==> src/rtl/mem_port_arbiter.sv <==
// Two-port memory arbiter: fetch and data ports share one memory port.
// Data has priority; a starvation counter forces a fetch grant at STARVE_MAX.
module mem_port_arbiter #(
  parameter int ADDR_W     = 32,
  parameter int DATA_W     = 32,
  parameter int STARVE_MAX = 4
) (
  input  logic              clk,
  input  logic              rst,
  input  logic              i_req,
  input  logic [ADDR_W-1:0] i_addr,
  output logic              i_ack,
  output logic [DATA_W-1:0] i_rdata,
  output logic              i_stall,
  input  logic              d_req,
  input  logic              d_we,
  input  logic [ADDR_W-1:0] d_addr,
  input  logic [DATA_W-1:0] d_wdata,
  output logic              d_ack,
  output logic [DATA_W-1:0] d_rdata,
  output logic              d_stall,
  output logic              mem_req,
  output logic              mem_we,
  output logic [ADDR_W-1:0] mem_addr,
  output logic [DATA_W-1:0] mem_wdata,
  input  logic              mem_ack,
  input  logic [DATA_W-1:0] mem_rdata,
  output logic [1:0]        owner
);

  typedef enum logic [1:0] {
    IDLE   = 2'b00,
    BUSY_I = 2'b01,
    BUSY_D = 2'b10
  } state_t;

  localparam logic [3:0] SMAX = 4'(STARVE_MAX);

  state_t     state, state_nx;
  logic [3:0] starve, starve_nx;
  logic       grant_i, grant_d;

  always_comb begin
    grant_i   = 1'b0;
    grant_d   = 1'b0;
    state_nx  = state;
    starve_nx = starve;
    unique case (state)
      IDLE: begin
        if (d_req && !(i_req && starve == SMAX)) begin
          grant_d  = 1'b1;
          state_nx = BUSY_D;
          if (!i_req)
            starve_nx = 4'd0;
          else if (starve != 4'hF)
            starve_nx = starve + 4'd1;
        end else if (i_req) begin
          grant_i   = 1'b1;
          state_nx  = BUSY_I;
          starve_nx = 4'd0;
        end
      end
      BUSY_I, BUSY_D: begin
        if (mem_ack)
          state_nx = IDLE;
      end
      default: state_nx = IDLE;
    endcase
  end

  always_ff @(posedge clk or posedge rst) begin
    if (rst) begin
      state     <= IDLE;
      starve    <= 4'd0;
      mem_we    <= 1'b0;
      mem_addr  <= '0;
      mem_wdata <= '0;
    end else begin
      state  <= state_nx;
      starve <= starve_nx;
      if (grant_d) begin
        mem_we    <= d_we;
        mem_addr  <= d_addr;
        mem_wdata <= d_wdata;
      end else if (grant_i) begin
        mem_we    <= 1'b0;
        mem_addr  <= i_addr;
        mem_wdata <= '0;
      end
    end
  end

  // Acks exist only inside BUSY, so a stray mem_ack in IDLE is dropped.
  assign owner   = state;
  assign mem_req = (state != IDLE);
  assign i_ack   = (state == BUSY_I) && mem_ack;
  assign d_ack   = (state == BUSY_D) && mem_ack;
  assign i_rdata = i_ack ? mem_rdata : '0;
  assign d_rdata = d_ack ? mem_rdata : '0;
  assign i_stall = i_req & ~i_ack;
  assign d_stall = d_req & ~d_ack;

endmodule

==> config.mk <==
export PLATFORM = sky130hd
export DESIGN_NAME = mem_port_arbiter
export DESIGN_NICKNAME = d
export VERILOG_FILES = /design/src/rtl/mem_port_arbiter.sv
export SDC_FILE = /design/constraint.sdc
export NUM_CORES = 1
export LEC_CHECK = 0
export CAP_MARGIN = 0
export CORE_MARGIN = 2
export CORE_UTILIZATION = 33
export DETAILED_ROUTE_END_ITERATION = 6
export MAX_ROUTING_LAYER = met4
export PLACE_DENSITY_LB_ADDON = 0.12
export SYNTH_ARGS = -nofsm -noshare
export SYNTH_HDL_FRONTEND = slang
export SYNTH_SLANG_ARGS = --single-unit
==> constraint.sdc <==
create_clock -name clk -period 1.9 [get_ports clk]
set_input_delay 0.19 -clock clk [delete_from_list [all_inputs] [get_ports clk]]
set_output_delay 0.19 -clock clk [all_outputs]
set_load 0.01 [all_outputs]
# Yosys cells after proc, flatten, opt, wreduce, memory -nomap -nowiden
# Index checks and enable logic that the tools add are counted.
# word_totals
ff_bits,71
out_inout_bits,136
in_bits,134
wordCells,50
# op_classes
addsub,1
bitwise_logic,4
muxes,21
n_reduce_logical,12
n_eq_ne,7
# ops
cell,n
$mux W32,6
$mux W4,4
$mux W1,7
$mux W2,3
$reduce_bool A2 Y1,3
$add A4 B1 Y4 const B,1
$eq A4 B3 Y1 const B,1
$logic_and A1 B1 Y1,4
$ne A4 B4 Y1 const B,1
$pmux W2 S2,1
$ne A3 B2 Y1 const B,1
$ne A3 B3 Y1 const B,1
$reduce_and A3 Y1,1
$and A1 B1 Y1,2
$eq A2 B1 Y1 const B,1
$eq A2 B2 Y1 const B,1
$logic_not A2 Y1,1
$ne A2 B2 Y1 const B,1
$not A1 Y1,2
$reduce_and A2 Y1,1
$reduce_or A2 Y1,1
$logic_not A1 Y1,1

# Longest topological paths before layout
# Gate-level depths: netlist of run 1.
# logic_depth
word_depth,8
mapped_depth,8
depth_no_buf,5

# Worst setup path before layout of run 1
# OpenSTA, ideal clock, no wires.
# synth_timing
path_type,flip-flop to flip-flop
startpoint,register state[0] (netlist: owner[0])
endpoint,register mem_addr[10]
setup_time_ps,127
setup_slack_ps,172
required_ps,1773
path_buffers,3
arrival_ps,1601
period_less_slack_ps,1728
stages_incl_launch_ff,9
path_cell_list,dfrtp_1 -> inv_1 -> ha_1 -> buf_2 -> and2_1 -> buf_2 -> clkbuf_1 -> a211oi_1 -> o21ai_0
# synth_via
elab_chain_len,3
word_cells_on_any_way,5
classes_between,mux (3); reduce/logical (2)
# synth_lines
item,line_no,text
from (decl),39,"state_t state, state_nx;"
from (signal assigned),79,state <= state_nx;
$logic_not A2 Y1 *,48,unique case (state)
$mux W1,48,
$mux W32 or $reduce_bool A2 Y1 (tied branches),n/a,
to (signal assigned),83,mem_addr <= d_addr;
to (signal assigned),87,mem_addr <= i_addr;
to (decl),24,"output logic [ADDR_W-1:0] mem_addr,"
# Mark *: on every way between the ends. The rest lies on a longest branch, timed or not.
# A chain may end at the register's enable or synchronous reset.

# Final worst setup path of run 1
# layout_timing
startpoint,register state[1] (netlist: owner[1])
endpoint,output i_rdata[31]
# layout_via
elab_chain_len,3
# layout_lines
item,line_no,text
$eq A2 B1 Y1,96,assign i_ack = (state == BUSY_I) && mem_ack;
$logic_and A1 B1 Y1,96,
$mux W32,98,assign i_rdata = i_ack ? mem_rdata : '0;
to (decl),13,"output logic [DATA_W-1:0] i_rdata,"
# Every way passes these cells.

==> results of run 1 <==
[power by group through the flow]
stage,Sequential [mW],Combinational (mW),Clock [mW]
floorplan,2.94,2.11,0
global placement,2.65,5.16,0
detailed placement,2.64,5.28,0
CTS,2.64,5.29,1.85
global route,2.73,5.71,1.92
finish,2.64,5.26,1.81
[cell usage in the layout (no fill, tap or decap), drive strengths merged]
master         count
clkdlybuf4s50    199
dfrtp             71
and3              66
dlygate4sd2       56
nand2             51
a21oi             45
o21ai             33
o211a             32
a211oi            32
buf               31
a22o              26
clkbuf            13
clkdlybuf4s15     10
inv                9
and2               5
ha                 5
clkinv             3
and3b              2
o21a               2
a311o              2
bufinv             2
nand4b             1
a31oi              1
or4                1
mux2i              1
o22ai              1
nand2b             1
o31ai              1
nor2b              1
nor2               1
clkinvlp           1
dlymetal6s2s       1
[layout make-up]
type | instances | share of cell area (%)
Timing Repair Buffer | 299 | 40.2
Multi-Input combinational cell | 310 | 28.0
Sequential cell | 71 | 24.4
Clock buffer | 11 | 3.19
Tap cell | 147 | 2.52
Clock inverter | 5 | 1.13
Inverter | 10 | 0.566
[cell families after synthesis]
logic type	count (synthesis)
AO/OA/AOI/OAI	175
multiplexers	1
adder cells (fa/ha/maj)	5
flip-flops	71
AND/OR/NAND/NOR	129
buffers and inverters	66
[stage by stage]
stage	setup TNS [ns]	hold WS [ns]	std cells
global route	-0.00986	0.273	853
floorplan	0	0.321	447
CTS	-0.00462	0.266	853
finish	0	0.272	853
detailed placement	0	0.470	835
global placement	0	0.462	835
[sequential cells by signal, indices dropped and copies added (netlist names)]
register,cells
owner,2
mem_we,1
mem_wdata,32
starve,4
mem_addr,32
[final timing paths]
path / startpoint / end / slack (ns) / cells after the start
max in group asynchronous: rst / owner[1] / 1.34 / 3
setup reg to reg: starve[0] / starve[2] / 0.22 / 6
setup / recovery: owner[1] / i_rdata[31] / 0.08 / 5
hold reg to reg: mem_addr[11] / mem_addr[11] / 0.48 / 2
min in group clk: d_wdata[8] / mem_wdata[8] / 0.41 / 3
hold / removal: rst / mem_wdata[31] / 0.27 / 3
[metal layers]
| metal | track usage (%) | vias up | share of wire [%] |
|---|---|---|---|
| met2 | 37.8 | 175 | 49 |
| met5 | - | - | 0 |
| li1 | - | 2151 | - |
| met1 | 29.8 | 2181 | 43 |
| met3 | 6.93 | 14 | 6.8 |
| met4 | 4.72 | 0 | 0.98 |
[worst reg2reg max path: stages (launching register included)]
cell and delay [ns]:
dfrtp_1 0.38, inv_1 0.08, ha_1 0.22, and3b_1 0.22, buf_4 0.22, a311o_1 0.33
a21oi_1 0.15
[repair_timing]
item                                    in CTS  in global routing
resized for setup                           79                 18
endpoints found under the setup margin      69                 30
hold endpoints to repair                     0                  0
setup buffers                                2                  0
==> results.sh, run 1 <==
export IMPL_drt_wirelength_per_cell_um=18.0
export IMPL_slew_headroom_pct=75.4
export IMPL_power_share_sequential_pct=27.2
export IMPL_synth_flop_cell="dfrtp_1"
export IMPL_drc_errors=0
export IMPL_synth_edf_count=0
export IMPL_fin_crit_sh_pct=95.9
export IMPL_antennaDiodeCount=0
export IMPL_start_kind="flop"
export IMPL_die_h_um=115
export IMPL_num_io_pins=270
export IMPL_gp_congestion=0.890
export IMPL_routed_wl_mm=15.4
export IMPL_htreeDepth=3
export IMPL_ys_seq_elements=71
export IMPL_hold_viol=0
export IMPL_synth_largest_area_cell="dfrtp_1"
export IMPL_grt_overflow=0
export IMPL_ys_top_cells_by_count="dfrtp_1, and3_1, nand2_1, a21oi_1, clkbuf_1"
export IMPL_grt_antenna_before_repair=0
export IMPL_critPathBufInv=3
export IMPL_start_util_pct=33.8
export IMPL_dieArea_um2=13200
export IMPL_insertion_delay_ns=0.33
export IMPL_seq_area_um2=1780
export IMPL_p_total_mw=9.70
export IMPL_outcome="completed"
export IMPL_timing_max_cap_violations=0
export IMPL_pwr_share_clk_pct=18.6
export IMPL_vias_per_cell=5.30
export IMPL_slowest_stage="dfrtp_2"
export IMPL_tightestPinTransition_ns=0.369
export IMPL_placedInstanceArea_um2=6980
export IMPL_synth_top_family_by_area="compound AO/OA/AOI/OAI gates"
export IMPL_rsz0062_at_grt="true"
export IMPL_finClkSkew_ns=0.00507
export IMPL_ant_nets=0
export IMPL_ys_seq_area_share_pct=43.9
export IMPL_crit_arrival_ns=1.63
export IMPL_synth_compound_area_share_pct=30.5
export IMPL_synth_net_count=586
export IMPL_p_sw_share_pct=36.5
export IMPL_root_buffer="clkbuf_16"
export IMPL_cp_required_ns=1.71
export IMPL_internal_power_mw=6.16
export IMPL_drv_slew=0
export IMPL_syn_inst=447
export IMPL_drt_pass1_iterations=5
export IMPL_multi_input_area_um2=2040
export IMPL_dpl_hpwl_mm=11.2
export IMPL_layout_nets=840
export IMPL_ir_drop_mv=0.539
export IMPL_numCtsBuffers=9
export IMPL_fin_ws_ns=0.0786
export IMPL_first_iter_violations=339
export IMPL_grt_first_pass_wirelength_mm=23.4
export IMPL_path_class="reg2out"
export IMPL_fmax_mhz=549
export IMPL_place_ws_ns=0.0161
export IMPL_hold_class="in2async"
export IMPL_cts_sinks=71
export IMPL_yosysMostFrequentCell="dfrtp_1"
export IMPL_grt_max_degree=68
export IMPL_area_delta_synth_final_pct=80.4
export IMPL_pwr_share_comb_pct=54.2
export IMPL_power_leakage_nw=3.71
export IMPL_synth_xor_area_share_pct=0
export IMPL_ys_types=27
export IMPL_fp_dieW_um=115
export IMPL_design_area_um2=7290
export IMPL_hold_buffers=0
export IMPL_synth_adder_area_share_pct=1.55
export IMPL_async_flop_share_pct=100
export IMPL_clk_pin_slew_ns=0.06
export IMPL_coreArea_um2=12000
export IMPL_cts_tree="built"
export IMPL_power_density_nw_per_um2=1330
export IMPL_crit_family="buffers and inverters"
export IMPL_drive_above_1_share_pct=7.93
export IMPL_synthMuxAreaShare_pct=0.248
export IMPL_crit_path_cell_trace="inv_2 > ha_4 > buf_8 > and3_1 > dlygate4sd2_1"
export IMPL_syn_area_um2=4040
export IMPL_utilization_pct=61.0
export IMPL_min_period_ns=1.82
export IMPL_synthSimpleGateAreaFrac_pct=17.1
export IMPL_yosysTopAreaCellShare_pct=43.9
export IMPL_fp_row_count=40
export IMPL_n_fill_cell=1071
export IMPL_io_buffers=269
export IMPL_clock_path_buffers=2
export IMPL_vias=4521
export IMPL_grt_pass1_vias=4294
export IMPL_track_usage_pct=23.6
export IMPL_final_setup_viol_count=0
export IMPL_end_kind="output port"
export IMPL_power_switching_mw=3.54
export IMPL_cp_max_fo=17
export IMPL_yosys_top_cells_area="dfrtp_1, and3_1, o211a_1"
export IMPL_cpPeakStageDelay_ns=0.44
export IMPL_ys_warn_count=0
export IMPL_avgSynthCellArea_um2=9.04
No activity file was read; power rests on OpenSTA's default activity.
==> inputs of run 2 (changes only) <==
Settings changed: CORE_UTILIZATION 33 to 34, CTS_BUF_LIST set to sky130_fd_sc_hd__clkbuf_8.
==> run 2 against run 1 <==
Non-clock buffer count up 7. Clock skew up 0.0087 ns. Die area down 2.8%. Worst setup slack worse by 0.014 ns. Via count down 0.55%. Combinational power up 4%. Count of clock-buffer cells in the layout down 2. Flip-flop and latch count unchanged. Wire length down 2.0%. Maximum frequency down 0.74%. Final area down 0.46%. The flow now finishes with violations (DRC). Register-to-register slack worse by 0.02 ns. Largest cell class unchanged. Critical path type unchanged.
==> results.sh, run 2 (synthesis gave the netlist of run 1 again) <==
export IMPL_outcome="finished with violations"
export IMPL_violations="DRC"
export IMPL_grt_overflow=0
export IMPL_largestRegisters="mem_addr: 32 flops, mem_wdata: 32 flops, starve: 4 flops"
export IMPL_cp_max_fo=16
export IMPL_cp_required_ns=1.71
export IMPL_grt_antenna_before_repair=0
export IMPL_crit_family="buffers and inverters"
export IMPL_n_fill_cell=999
export IMPL_placedInstanceArea_um2=7080
export IMPL_antennaDiodeCount=0
export IMPL_r2r_start="owner[1]"
export IMPL_root_buffer="clkbuf_8"
export IMPL_final_setup_viol_count=0
export IMPL_min_period_ns=1.84
export IMPL_p_total_mw=9.43
export IMPL_first_iter_violations=274
export IMPL_insertion_delay_ns=0.34
export IMPL_timing_max_cap_violations=0
export IMPL_io_buffers=269
export IMPL_clock_path_buffers=2
export IMPL_hold_class="in2async"
export IMPL_rsz0062_at_grt="false"
export IMPL_r2r_end="mem_addr[29]"
export IMPL_htreeDepth=3
export IMPL_drt_pass1_iterations=7
export IMPL_hold_viol=0
export IMPL_power_density_nw_per_um2=1300
export IMPL_cts_sinks=71
export IMPL_power_leakage_nw=3.73
export IMPL_fp_dieW_um=113
export IMPL_start_util_pct=35.1
export IMPL_grt_max_degree=63
export IMPL_routed_wl_mm=15.1
export IMPL_dieArea_um2=12800
export IMPL_layout_cells_non_filler=856
export IMPL_drv_slew=0
export IMPL_coreArea_um2=11500
export IMPL_fmax_mhz=545
export IMPL_layout_nets=847
export IMPL_drt_wirelength_per_cell_um=17.6
export IMPL_ff2ff_setup_slack_ns=0.20
export IMPL_critPathBufInv=3
export IMPL_hold_ws_ns=0.231
export IMPL_fin_crit_sh_pct=96.6
export IMPL_drive_above_1_share_pct=10.8
export IMPL_dpl_hpwl_mm=11.1
export IMPL_rr_worst_depth=7
export IMPL_grt_first_pass_wirelength_mm=23.2
export IMPL_fp_row_count=39
export IMPL_track_usage_pct=23.1
export IMPL_clk_pin_slew_ns=0.09
export IMPL_cts_tree="built"
export IMPL_finClkSkew_ns=0.0138
export IMPL_design_area_um2=7260
export IMPL_vias=4496
export IMPL_drc_errors=16
export IMPL_ant_nets=0
export IMPL_crit_arrival_ns=1.65
export IMPL_start_kind="flop"
export IMPL_end_kind="output port"
export IMPL_final_common_cell="clkdlybuf4s50_1"
export IMPL_path_class="reg2out"
export IMPL_dp_cells=837
export IMPL_slowest_stage="dfrtp_1"
export IMPL_grt_pass1_vias=4305
export IMPL_ir_drop_mv=0.596
export IMPL_tightestPinTransition_ns=0.521
export IMPL_gp_congestion=0.869
export IMPL_die_h_um=113
export IMPL_cpPeakStageDelay_ns=0.41
export IMPL_hold_buffers=0
export IMPL_slew_headroom_pct=65.2
export IMPL_num_io_pins=270
export IMPL_crit_path_cell_trace="buf_4 > ha_4 > buf_12 > and3_1 > dlygate4sd2_1"
export IMPL_final_cell_mix="clkdlybuf4s50_1, dfrtp_1, and3_1"
export IMPL_vias_per_cell=5.25
export IMPL_area_delta_synth_final_pct=79.5
export IMPL_numCtsBuffers=9
export IMPL_utilization_pct=63.0
[run 2: cell types whose count changed in the layout (fill, tap and decap cells not counted), sizes merged]
cell and change:
buf +19, clkdlybuf4s15 -9, dlygate4sd2 -5, clkbuf -2, bufbuf +1, clkdlybuf4s50 +1
clkinv +1, inv +1
[run 2: how the worst max path moves through the flow]
stage,start,to,cells after the start
after floorplan,owner[0],mem_addr[10],8
after global placement,mem_ack,d_rdata[24],4
after detailed placement,mem_ack,d_rdata[8],4
after CTS,owner[1],mem_req,4
after global routing,owner[1],i_rdata[24],5
final,owner[0],i_rdata[27],5
[run 2: what timing repair did]
item | in CTS | in global routing
setup buffers | 1 | 0
gates resized for setup | 118 | 7
cloned | 1 | 1
endpoints found under the setup margin | 69 | 20
[run 2: power by group]
part           internal [mW]  switching (mW)
logic                   2.94            2.51
clock network          0.744           0.598
registers               2.22           0.414
total                   5.91            3.52
[run 2: layer usage]
layer	wire [µm]	track usage [%]	up-vias
li1	-	-	2175
met1	6570	31.3	2106
met2	7030	34.8	195
met3	1260	5.20	20
met4	217	6.59	0
met5	0	-	-
[run 2: stage by stage]
step	worst slack (ns)	TNS, ns
floorplan	0.172	0
global placement	0.0541	0
detailed placement	0.0307	0
CTS	-0.0191	-0.0191
global route	0.00835	0
finish	0.0650	0
[run 2: area by class of cell]
class | count | area, µm² | share of cell area, %
clock inverters | 7 | 96.3 | 1.33
inverters | 10 | 41.3 | 0.569
multi-input cells | 310 | 2040 | 28.2
well taps | 143 | 179 | 2.47
flip-flops and latches | 71 | 1780 | 24.5
repair buffers | 306 | 3000 | 41.3
clock buffers | 9 | 124 | 1.71
